==> src/rtl/led_scan_pkg.sv <==
// Shared types and bus-field positions for the LED scan-bus receiver.
//   ROWS/COLS          : board geometry (16x16)
//   ROW_HI..GRN_HI     : bit positions of the row/red/green fields in the 36-bit bus word
//   pixel_frame_t      : one colour plane, indexed [c][r]
//   state_t            : framing FSM states
//   write_col()        : drops one bus column word into row r of a frame
package led_scan_pkg;

    localparam int ROWS   = 16;
    localparam int COLS   = 16;
    localparam int ROW_HI = 35;
    localparam int ROW_LO = 32;
    localparam int RED_HI = 31;
    localparam int GRN_HI = 15;

    typedef logic [15:0][15:0] pixel_frame_t;

    typedef enum logic {
        HUNT    = 1'b0,
        CAPTURE = 1'b1
    } state_t;

    // The bus carries column 0 in its MSB, so bit 15-c of the field is pixel c.
    function automatic pixel_frame_t write_col(input pixel_frame_t frame,
                                               input logic [3:0]   row,
                                               input logic [15:0]  bits);
        pixel_frame_t f;
        f = frame;
        for (int c = 0; c < COLS; c++) begin
            f[c][row] = bits[15-c];
        end
        return f;
    endfunction

endpackage

==> src/rtl/led_scan_row_settle.sv <==
// Input conditioning for the scan bus: 2-flop synchroniser followed by a
// stability counter. Emits one capture strobe per settled bus word.
//   clk, rst_n   : clock, synchronous active-low reset
//   bus_in       : raw 36-bit scan bus
//   cap_stb      : 1-cycle capture strobe, word held SETTLE cycles
//   cap_row/red/grn : fields of the word being captured (valid with cap_stb)
//   row_changed  : capture whose row differs from the previously captured row
module led_scan_row_settle
    import led_scan_pkg::*;
#(
    parameter int SETTLE = 2
) (
    input  logic        clk,
    input  logic        rst_n,
    input  logic [35:0] bus_in,
    output logic        cap_stb,
    output logic [3:0]  cap_row,
    output logic [15:0] cap_red,
    output logic [15:0] cap_grn,
    output logic        row_changed
);

    localparam int CW = $clog2(SETTLE + 1);

    // sync_q[1] is the synchronised word; sync_q[0] is the word it takes next.
    logic [1:0][35:0] sync_q, sync_d;
    logic [CW-1:0]    cnt_q, cnt_d;
    logic [3:0]       last_row_q, last_row_d;
    logic             stable;

    always_comb begin
        sync_d     = {sync_q[0], bus_in};
        stable     = (sync_q[0] == sync_q[1]);
        cnt_d      = cnt_q;
        last_row_d = last_row_q;

        // Counter parks at SETTLE so a held word is captured only once.
        if (!stable)                  cnt_d = '0;
        else if (cnt_q != CW'(SETTLE)) cnt_d = cnt_q + 1'b1;

        cap_stb     = stable && (cnt_q == CW'(SETTLE - 1));
        cap_row     = sync_q[1][ROW_HI:ROW_LO];
        cap_red     = sync_q[1][RED_HI -: 16];
        cap_grn     = sync_q[1][GRN_HI -: 16];
        row_changed = cap_stb && (cap_row != last_row_q);

        if (cap_stb) last_row_d = cap_row;
    end

    always_ff @(posedge clk) begin
        if (!rst_n) begin
            sync_q     <= '0;
            cnt_q      <= '0;
            last_row_q <= '0;
        end else begin
            sync_q     <= sync_d;
            cnt_q      <= cnt_d;
            last_row_q <= last_row_d;
        end
    end

endmodule

==> src/rtl/led_scan_decoder.sv <==
// Receive side of the 16x16 red/green LED scan bus. Rebuilds both colour
// planes in a shadow buffer and publishes them once per in-order scan.
//   CLK, RST     : clock, synchronous active-low reset
//   GPIO_1       : scan bus {row[3:0], red[15:0], grn[15:0]}
//   RedPixels/GrnPixels : last committed frames, indexed [c][r]
//   FrameValid   : a frame has been committed since reset
//   FrameStrobe  : 1-cycle pulse per commit
//   FrameCount   : commits mod 256
//   SeqError     : sticky out-of-order row flag
//   Stalled      : no row change for 2**TIMEOUT_W cycles
module led_scan_decoder
    import led_scan_pkg::*;
#(
    parameter int SETTLE    = 2,
    parameter int TIMEOUT_W = 20
) (
    input  logic               CLK,
    input  logic               RST,
    input  logic [35:0]        GPIO_1,
    output logic [15:0][15:0]  RedPixels,
    output logic [15:0][15:0]  GrnPixels,
    output logic               FrameValid,
    output logic               FrameStrobe,
    output logic [7:0]         FrameCount,
    output logic               SeqError,
    output logic               Stalled
);

    localparam logic [TIMEOUT_W:0] TO_MAX = {1'b1, {TIMEOUT_W{1'b0}}};

    logic        cap_stb, row_changed;
    logic [3:0]  cap_row;
    logic [15:0] cap_red, cap_grn;

    led_scan_row_settle #(.SETTLE(SETTLE)) u_settle (
        .clk         (CLK),
        .rst_n       (RST),
        .bus_in      (GPIO_1),
        .cap_stb     (cap_stb),
        .cap_row     (cap_row),
        .cap_red     (cap_red),
        .cap_grn     (cap_grn),
        .row_changed (row_changed)
    );

    state_t             state_q, state_d;
    logic [3:0]         last_row_q, last_row_d;
    pixel_frame_t       sh_red_q, sh_red_d, sh_grn_q, sh_grn_d;
    pixel_frame_t       red_q, red_d, grn_q, grn_d;
    logic               commit_q, commit_d;
    logic               valid_q, valid_d;
    logic               strobe_q, strobe_d;
    logic [7:0]         count_q, count_d;
    logic               seqerr_q, seqerr_d;
    logic [TIMEOUT_W:0] to_q, to_d;
    logic [3:0]         exp_row;

    always_comb begin
        state_d    = state_q;
        last_row_d = last_row_q;
        sh_red_d   = sh_red_q;
        sh_grn_d   = sh_grn_q;
        red_d      = red_q;
        grn_d      = grn_q;
        commit_d   = 1'b0;
        valid_d    = valid_q;
        strobe_d   = 1'b0;
        count_d    = count_q;
        seqerr_d   = seqerr_q;
        to_d       = to_q;
        exp_row    = last_row_q + 4'd1;

        if (cap_stb) begin
            last_row_d = cap_row;
            unique case (state_q)
                HUNT: begin
                    // Lock only on a genuine 15 -> 0 wrap.
                    if (cap_row == 4'd0 && last_row_q == 4'(ROWS - 1)) begin
                        state_d  = CAPTURE;
                        sh_red_d = write_col(sh_red_q, cap_row, cap_red);
                        sh_grn_d = write_col(sh_grn_q, cap_row, cap_grn);
                    end
                end
                CAPTURE: begin
                    if (!row_changed || cap_row == exp_row) begin
                        sh_red_d = write_col(sh_red_q, cap_row, cap_red);
                        sh_grn_d = write_col(sh_grn_q, cap_row, cap_grn);
                        // Same-row re-captures of row 15 must not re-commit.
                        if (row_changed && cap_row == 4'(ROWS - 1)) commit_d = 1'b1;
                    end else begin
                        seqerr_d = 1'b1;
                        state_d  = HUNT;
                        sh_red_d = '0;
                        sh_grn_d = '0;
                    end
                end
                default: state_d = HUNT;
            endcase
        end

        // Publish one cycle after the last row landed in the shadow buffer.
        if (commit_q) begin
            red_d    = sh_red_q;
            grn_d    = sh_grn_q;
            valid_d  = 1'b1;
            strobe_d = 1'b1;
            count_d  = count_q + 8'd1;
        end

        if (row_changed)       to_d = '0;
        else if (to_q != TO_MAX) to_d = to_q + 1'b1;
    end

    always_ff @(posedge CLK) begin
        if (!RST) begin
            state_q    <= HUNT;
            last_row_q <= '0;
            sh_red_q   <= '0;
            sh_grn_q   <= '0;
            red_q      <= '0;
            grn_q      <= '0;
            commit_q   <= 1'b0;
            valid_q    <= 1'b0;
            strobe_q   <= 1'b0;
            count_q    <= '0;
            seqerr_q   <= 1'b0;
            to_q       <= '0;
        end else begin
            state_q    <= state_d;
            last_row_q <= last_row_d;
            sh_red_q   <= sh_red_d;
            sh_grn_q   <= sh_grn_d;
            red_q      <= red_d;
            grn_q      <= grn_d;
            commit_q   <= commit_d;
            valid_q    <= valid_d;
            strobe_q   <= strobe_d;
            count_q    <= count_d;
            seqerr_q   <= seqerr_d;
            to_q       <= to_d;
        end
    end

    assign RedPixels   = red_q;
    assign GrnPixels   = grn_q;
    assign FrameValid  = valid_q;
    assign FrameStrobe = strobe_q;
    assign FrameCount  = count_q;
    assign SeqError    = seqerr_q;
    assign Stalled     = (to_q == TO_MAX);

endmodule

==> config.mk <==
export PLATFORM = sky130hd
export DESIGN_NAME = led_scan_decoder
export DESIGN_NICKNAME = d
export VERILOG_FILES = /design/src/rtl/led_scan_pkg.sv /design/src/rtl/led_scan_row_settle.sv /design/src/rtl/led_scan_decoder.sv
export SDC_FILE = /design/constraint.sdc
export NUM_CORES = 2
export LEC_CHECK = 0
export CELL_PAD_IN_SITES_DETAIL_PLACEMENT = 1
export CELL_PAD_IN_SITES_GLOBAL_PLACEMENT = 2
export CORE_ASPECT_RATIO = 0.5
export CORE_UTILIZATION = 35
export DETAILED_ROUTE_END_ITERATION = 10
export PLACE_DENSITY_LB_ADDON = 0.15
export SLEW_MARGIN = 20
export SYNTH_ARGS = -nofsm -noshare
export SYNTH_HDL_FRONTEND = slang
export SYNTH_SLANG_ARGS = --single-unit
==> constraint.sdc <==
create_clock -name CLK -period 2.3 [get_ports CLK]
set_input_delay 0.575 -clock CLK [delete_from_list [all_inputs] [get_ports CLK]]
set_output_delay 0.575 -clock CLK [all_outputs]
set_load 0.02 [all_outputs]
Word-level counts from Yosys, hierarchy flattened --
Cells that the tools add are included.
Cells by class: add/sub/neg operators 4, $lt $le $gt $ge 2, eq/ne operators 10, muxes and demuxes 45, bitwise gates (word level) 3, reductions and logical operators 13
Operator list (count):
- $mux W256 | 4
- $pmux W256 S2 | 2
- $bwmux W16 | 32
- $eq A36 B36 Y1 | 1
- $add A21 B1 Y21 const B | 1
- $eq A21 B21 Y1 const B | 1
- $ne A21 B21 Y1 const B | 1
- $add A8 B1 Y8 const B | 1
- $eq A4 B4 Y1 const B | 2
- $logic_and A1 B1 Y1 | 5
- $lt A4 B5 Y1 const B | 1
- $mux W1 | 5
- $add A4 B1 Y4 const B | 1
- $demux W1 S4 | 1
- $eq A4 B4 Y1 | 1
- $ge A4 B1 Y1 const B | 1
- $logic_not A4 Y1 | 1
- $ne A2 B2 Y1 const B | 2
- $ne A4 B4 Y1 | 1
- $reduce_and A2 Y1 | 2
- $reduce_and A4 Y1 | 1
- $not A1 Y1 | 3
- $reduce_and A3 Y1 | 1
- $add A2 B1 Y2 const B | 1
- other kinds (5) | 5
Storage, ports and cells: bits in registers 1136, input port bits 38

Depth between registers and ports, before layout --
depth after elaboration 7, gate-level depth with buffers 10, gate-level depth less buffers 8

By module --
From an unflattened synthesis, not the netlist that was laid out.
Unflattened totals: cell total of the unflattened synthesis 3337, area, all modules 38449.4 sq um
By module, submodules not included:
- led_scan_decoder | times used 1, cells an instance 3096, area each 35758.0 sq um, seq. area each 21260.4 sq um
- led_scan_row_settle | times used 1, cells an instance 241, area each 2691.3 sq um, seq. area each 1561.5 sq um

Least setup slack after synthesis --
OpenSTA, ideal clock, no wires.
path kind reg2reg, from register u_settle.sync_q, in the netlist u_settle.cap_row[2], to register to_q[2], setup time 126 ps, data arrival time 1997 ps, path slack 177 ps, cell stages (with the launch flop) 10, path buffers 3, clock period less this slack 2123 ps, path through dfxtp_1 -> buf_6 -> xor2_1 -> nor4_2 -> nand2_1 -> or4_1 -> buf_2 -> o21ai_2 -> buf_2 -> a211oi_1
Between the ends: longest elaborated chain between the ends 4, elaborated cells on any way between the ends 5
Ends and longest elaborated chain:
- start: declaration | line led_scan_row_settle.sv:26 | logic [1:0][35:0] sync_q, sync_d;
- start signal: assignment | line led_scan_row_settle.sv:56 | sync_q <= sync_d;
- $eq A36 B36 Y1 | line led_scan_row_settle.sv:33 | stable = (sync_q[0] == sync_q[1]);
- $logic_and A1 B1 Y1 | line led_scan_row_settle.sv:41 | cap_stb = stable && (cnt_q == CW'(SETTLE - 1));
- $logic_and A1 B1 Y1 * | line led_scan_row_settle.sv:45 | row_changed = cap_stb && (cap_row != last_row_q);
- $reduce_or A2 Y1 (no source line) *
- end signal: assignment | line led_scan_decoder.sv:140 | to_q <= to_d;
- end: declaration | line led_scan_decoder.sv:55 | logic [TIMEOUT_W:0] to_q, to_d;
Mark *: on every way between the ends. The rest lies on a longest branch, timed or not. A chain may end at the register's enable or synchronous reset.

Worst setup path after layout --
from register u_settle.sync_q, in the netlist u_settle.cap_grn[8], to register sh_grn_q[180] (netlist bit)
Between the ends: longest elaborated chain between the ends 7, elaborated cells on any way between the ends 8
Ends and longest elaborated chain:
- $eq A36 B36 Y1 * | line led_scan_row_settle.sv:33
- $logic_and A1 B1 Y1 * | line led_scan_row_settle.sv:41
- $logic_and A1 B1 Y1 | line led_scan_row_settle.sv:45
- $logic_not A1 Y1 | line led_scan_decoder.sv:85 | if (!row_changed || cap_row == exp_row) begin
- $logic_or A1 B1 Y1 | line led_scan_decoder.sv:85
- $mux W256 | line led_scan_decoder.sv:85
- $pmux W256 S2 | line led_scan_decoder.sv:75 | unique case (state_q)
- end signal: assignment | line led_scan_decoder.sv:132 | sh_grn_q <= sh_grn_d;
- end: declaration | line led_scan_decoder.sv:48 | pixel_frame_t sh_red_q, sh_red_d, sh_grn_q, sh_grn_d;
Marks and branches as above.

==> metrics.txt <==
pre-CTS setup slack=-415 ps; Non-Filler Instances=between 5000 and 6000; syn_nets=~3400; Final Core Density=49.9%; count leader, synth=dfxtp_1; DR top layer=met4; gate count of the mapped netlist=3336; wire length per cell=around 27 um; fillers=10900; Worst path slowest cell=nor4_2; Netlist cell types=39; cells on worst reg2reg path=12; Worst slew margin=a little under two fifths; placed cell area=46500 um2; Final Cell Area=53000 um2; r2r startpoint=u_settle.cap_grn[8]; Avg Cell Area, Syn=11.3 um2; kind of critical path=reg -> reg; crit-path max FO=21; EDFF count, synth=0; NetSw=about 0.0088 W; Worst-path clk slew=70 ps; max_cap viols=0; cell chain of the critical path=xor2_1 > nor4_2 > nand4_1 > buf_4 > nor4_4 > buf_6 > buf_12 > buf_16 > buf_4 > nand4_4 > buf_12 > o2bb2ai_1; CTS Buffer Depth=3; Worst Tran Pin Value=between 900 and 1000 ps; asr flop ratio synth=0%; FF-to-FF End=sh_grn_q[180]; initial antenna violation count=1; Largest stage delay, worst path=410 ps; routability cong.=0.789; RSZ-0062 raised after global routing=true; WL met2=69400 um; Starting Density=35.6%; Inserted Clock Buffers=98; register bit total from synthesis=1136; max-slew violation count=0; later-pin clock latency in the skew report=730 ps; reg-to-reg slack, setup=-320 ps; first-pass GRT wire length=203000 um; HPWL reported at the end of detailed placement=91600 um; DRC errors left=0; Syn Std Cell Area=37800 um2; skew final=~36 ps; crit start category=flip-flop; clk sinks=1136; final WL=145000 um; DRT iter0 DRCs=roughly 1900; Nets=4009; part of the power in registers=50.4%; crit path capture=sh_grn_q[180]; Leak=18.1 nW; Hold Path Class=in -> reg; CP required=2930 ps; failing checks=setup timing; clock period minus worst slack=2620 ps; clock power share=46.2%; top cells by area, synth=dfxtp_1 (60%), mux2i_1 (14%), o2bb2ai_1 (12%); Worst setup startpoint=u_settle.cap_grn[8]; Commonest cells post-synth=dfxtp_1 (1136), nor2_1 (556), mux2i_1 (517); vias per inst=5.20; P_int=~0.030 W; Die Area=110000 um2; leading area contributor after synthesis=dfxtp_1; final worst slack=-324 ps; CTS tree=done; dpl cells=5215; Final ANT Viol Nets=0; element type at the critical path end=flip-flop; IO buf count=561; Crit path arrival time=3250 ps; share of layout cells above drive strength 1=16.0%; final setup fails=716; Ports=~560; CTS H-tree depth=3; all-layer global routing usage=25.4%; achievable clock frequency=approximately 380 MHz; vias in the first global route=29000; Comb pwr share=3.4%; final hold viol count=0; row cnt=84; met3 wire length=approximately 5600 um; die width=467 um; TritonRoute pass-1 iters=5; status=finished with violations; top-area cell type share of the netlist area=60.1%; Layout area overhead=40.1%; ratio of final minimum period to clock period=114%; Total Power=0.0392 W; GRT overflow=0; Sw Share=between 20% and 30%; metal1 wirelength=around 68000 um; Clock Root Buffer=clkbuf_16; Worst VDD drop=0.000536 V; sequential-to-total area share from yosys stat=between 60 and 70%; yosys warns=0; largest net degree at the start of global routing=143; prevailing post-synth register cell=dfxtp_1; Die H=234 um; hold-fix buffers at CTS=0; power per standard cell area=between 700 and 800 nW/um2; total number of vias=28400; Core Footprint=106000 um2
[flip-flops by register name, indices dropped and copies added, names as in the netlist]
signal            cells
u_settle.cap_red     16
state_q               1
FrameValid            1
GrnPixels           256
FrameCount            8
SeqError              1
sh_red_q            256
last_row_q            4
sh_grn_q            256
u_settle.cnt_q        2
commit_q              1
FrameStrobe           1
to_q                 21
u_settle.cap_grn     16
RedPixels           256
u_settle.cap_row      4
u_settle.sync_d      36
[worst max-delay path: cells and delay by family (launching register included)]
kind | cells | cell delay [ps]
flops | 1 | 330
simple gates | 4 | 890
compound gates | 1 | 170
buf+inv | 6 | 950
xor+xnor | 1 | 160
[layout make-up]
| type | count | area, um2 | area share [%] |
|---|---|---|---|
| tap | 1419 | 1780 | 3.35 |
| clock buffer | 121 | 2700 | 5.10 |
| sequential | 1136 | 22800 | 42.9 |
| timing repair buffer | 806 | 9200 | 17.3 |
| antenna | 2 | 5.00 | 0.00944 |
| clock inverter | 58 | 766 | 1.44 |
| inverter | 9 | 41.3 | 0.0779 |
| multi-input combinational | 1914 | 15800 | 29.8 |
[metal layers]
metal / global-route usage, % / vias to the layer above
met4: 5.92 / 0
li1: - / 13000
met1: 34.7 / 14600
met3: 3.38 / 161
met2: 42.4 / 573
met5: 0 / -
[power by group through the flow]
stage	clock (W)	sequential [W]	combinational [W]
floorplan	0	0.0202	0.000485
finish	0.0181	0.0198	0.00132
global route	0.0193	0.0198	0.00138
CTS	0.0184	0.0198	0.00127
detailed placement	0	0.0202	0.00110
global placement	0	0.0202	0.00109
[logic make-up (layout without fill, tap and decap cells)]
| group | after synthesis | after routing | share of synthesized area, % |
|---|---|---|---|
| buf+inv | 287 | 994 | 3.20 |
| fa+ha+maj | 6 | 6 | 0.198 |
| flops | 1136 | 1136 | 60.1 |
| xor+xnor | 66 | 66 | 1.53 |
| compound gates | 542 | 543 | 12.4 |
| simple gates | 782 | 782 | 8.94 |
| other cells | 0 | 2 | 0 |
| mux | 517 | 517 | 13.7 |
[worst min-delay path by stage]
stage | startpoint | endpoint | slack, ps | cells past startpoint
global placement | sh_grn_q[149] | sh_grn_q[149] | 440 | 1
CTS | RST | state_q | 170 | 3
global route | RST | state_q | 230 | 3
detailed placement | sh_grn_q[26] | sh_grn_q[26] | 450 | 1
finish | RST | state_q | 220 | 3
floorplan | sh_grn_q[0] | sh_grn_q[0] | 430 | 1
[cells in the final DEF, fill, tap and decap left out, types with 7 or more instances in the layout]
cell type / count
clkbuf_8: 10
xor2_1: 55
xnor2_1: 10
nand4_4: 9
nor4_2: 10
buf_4: 104
buf_16: 23
buf_6: 24
buf_8: 7
bufinv_16: 16
nand2_1: 75
nand4_1: 16
clkbuf_16: 107
buf_12: 83
nand3_1: 9
o2bb2ai_1: 349
dfxtp_1: 1131
clkdlybuf4s50_1: 559
clkbuf_1: 10
and2_1: 78
clkinv_2: 27
a21oi_4: 16
o2bb2ai_2: 131
nor2_1: 548
o2bb2ai_4: 32
mux2i_1: 517
[metrics by stage]
step                setup TNS [ps]  hold slack [ps]
finish                     -119380              216
global route               -213130              232
CTS                        -126710              170
detailed placement         -144460              446
global placement           -147200              444
floorplan                        0              432
[timing repair]
item | CTS | global route
gates resized for setup | 191 | 140
setup buffers | 34 | 8
pin swaps | 90 | 60
setup endpoints to repair | 937 | 1012
gates cloned | 25 | 7
No activity file was read; power rests on OpenSTA's default activity.
==> edit (same settings) <==
Put one more register stage on the output `FrameCount`, with the module's reset. The value now appears one clock later. The other outputs are not delayed to match.
--- a/src/rtl/led_scan_decoder.sv
+++ b/src/rtl/led_scan_decoder.sv
@@ -146,5 +146,11 @@
     assign FrameValid  = valid_q;
     assign FrameStrobe = strobe_q;
-    assign FrameCount  = count_q;
+    always_ff @(posedge CLK) begin
+        if (!RST) begin
+            FrameCount <= '0;
+        end else begin
+            FrameCount <= count_q;
+        end
+    end
     assign SeqError    = seqerr_q;
     assign Stalled     = (to_q == TO_MAX);
Check against the original RTL: not settled (the Yosys comparison gave no result); the edit may change what the design does.
==> edit against the original RTL <==
- the run still ends with setup timing left
- worst setup slack better by 0.034 ns
- fmax up 1.3%
- clock skew fell by 0.0044 ns
- sequential cell count grew 8
- critical path type unchanged
- clock power decreased by 2%
- total power down 0.97%
- cell area is 3.0% lower
- synthesized area grew 0.29%
- routed wire length decreased by 6.0%
- critical path depth rose by 1
==> edit: results (changes against the original RTL) <==
Logic synthesis
  • Post-synthesis cell count: 3,350 (+0.42%)
  • Adder-cell share of the synthesized area: 0.1978% (-0.00058 points)
  • Ys Warns: 0 (unchanged)
  • Sequential area share after synthesis: 60.35% (+0.25 points)
  • Most frequent cells after synthesis: dfxtp_1 (1,144), nor2_1 (553), mux2i_1 (517)
  • Compound-Gate Fraction of Synth Area: 12.31% (-0.046 points)
  • XOR/XNOR share of the synthesized area: 1.500% (-0.028 points)
  • Yosys cell types: 37 (-5.1%)
  • Top post-synthesis cells by area: dfxtp_1 (60%), mux2i_1 (14%), o2bb2ai_1 (12%)
  • Post-synth ARST share: 0% (unchanged)
  • Post-synthesis mux area share: 13.64% (-0.040 points)

Worst setup path
  • Worst path top cell family by delay: buffers and inverters
  • Critical Path AT: 3.18 ns (-0.07 ns)
  • Worst path slowest cell: nor4_1
  • Crit path max fanout: 8 (-62%)
  • CP peak stage delay: 0.37 ns (-0.04 ns)

Clock network
  • Clock Path Buffers: 3 (unchanged)
  • TritonCTS Buffers: 100 (+2.0%)
  • Clock-pin slew on the worst setup and hold paths: 0.07 ns (about the same)
  • H-tree depth: 3 (unchanged)
  • Worst skew pair latency: ~0.72 ns
  • CTS root buf: clkbuf_16

Route
  • Drt pass-1 iters: 5 (unchanged)
  • Via count: 27,880 (-1.8%)
  • Final WL: 136,400 um (-6.0%)
  • Initial DRC count: 1,541 (-18%)

GRT
  • Vias in the first global route: 28,910 (-0.48%)
  • Initial antenna violation count: 3 (+2)
  • Largest net degree at the start of global routing: 128 (-10%)
  • Global-route wire length before repair: 194,900 um (-4.1%)
  • Total GRT Usage: 23.82% (-1.5 points)

Placement
  • Placer congestion estimate: 0.7847 (-0.51%)
  • Placed inst area: 0.04690 mm^2 (+0.95%)
  • Inst Count DP: 5,249 (+0.65%)
  • PortBufs: 561 (unchanged)
  • Final HPWL DP: 90,770 um (-0.88%)

Min path
  • Worst min-delay path category: input port to flop

Status
  • Status: complete, but fails checks
  • Failing checks: setup timing

STA
  • Setup violators final: 669 (-6.6%)
  • Worst clock skew: 0.03192 ns (-0.004392 ns)
  • Least-Margin Pin Slew: 0.6246 ns (-0.3116 ns)
  • Post-route setup slack: -0.2896 ns (+0.03443 ns)

Final layout
  • Total Nets Final: 4,016 (+0.17%)
  • Fraction of layout cells with a size suffix above 1: 12.39% (-3.6 points)
  • Post-Layout Cell Count: 5,475 (+0.18%)

Pwr
  • Leak Pwr: 17.63 nW (-2.5%)
  • Peak VDD IR: 0.5729 mV (+7.0%)

Run
  • Max-cap check violation count: 0 (unchanged)
==> edit: kinds of logic (layout without fill, tap and decap cells) <==
group	after synthesis	count (layout)
AOI/OAI and AO/OA	544	544
buffers and inverters	287	990
adders and majority gates	6	6
other	0	3
DFF	1144	1144
and+or+nand+nor	787	787
xor gates and xnor gates	65	65
muxes	517	517
==> edit: worst register-to-register path: stages, from the launching register on <==
cell and delay [ns]:
dfxtp_1 0.32, buf_4 0.15, nor4_1 0.37, a41o_1 0.25, nand2_1 0.09, nor4_4 0.23
buf_6 0.19, buf_16 0.13, buf_12 0.11, buf_12 0.11, a21oi_4 0.07, buf_12 0.15
clkbuf_16 0.19, o2bb2ai_1 0.13
==> edit: power by group <==
group	switching (mW)	leakage [nW]	internal (mW)	total (mW)
sequential	0.0427	9.23	19.9	19.9
clock	7.80	1.68	9.88	17.7
combinational	0.814	6.73	0.420	1.23
total	8.66	17.6	30.2	38.8
==> edit: repair_timing <==
item	CTS	global route
endpoints found under the setup margin	895	951
endpoints found under the hold margin	0	0
cloned	4	11
pin swaps	11	13
resized for setup	44	64
setup buffers	15	10
==> edit: worst paths after layout <==
path / startpoint / endpoint / slack (ns) / cells past startpoint
max: u_settle.cap_row[0] / sh_grn_q[186] / -0.29 / 13
min: RST / u_settle.cap_grn[5] / 0.28 / 2
max reg2reg: u_settle.cap_row[0] / sh_grn_q[186] / -0.29 / 13
min reg2reg: sh_grn_q[47] / sh_grn_q[47] / 0.46 / 1
==> edit: area by class of cell <==
class | instances | area [um^2]
multi-input combinational | 1919 | 14550
sequential | 1144 | 22910
tap | 1419 | 1775
antenna | 3 | 7.507
inverter | 6 | 30.03
fill | 10950 | 54860
clock buffer | 138 | 2868
timing repair buffer | 801 | 8725
clock inverter | 45 | 533.0
==> edit: per-layer routing <==
layer	track usage, %	up-vias	share of wire, %
li1	-	13010	-
met1	31.74	14210	46
met2	39.23	482	47
met3	3.789	172	3.5
met4	7.795	2	3.0
met5	0	-	0.015
==> edit: through the flow <==
stage	setup slack (ns)	hold slack [ns]	total power [mW]	util, %	setup TNS, ns
finish	-0.2896	0.2752	38.82	48.37	-84.64
global route	-0.4044	0.2493	40.06	48.36	-171.36
CTS	-0.2238	0.2250	39.16	47.69	-100.62
detailed placement	-0.3633	0.4466	21.49	44.13	-94.90
global placement	-0.3415	0.4439	21.48	44.13	-95.16
floorplan	0.03583	0.4321	20.82	-	0
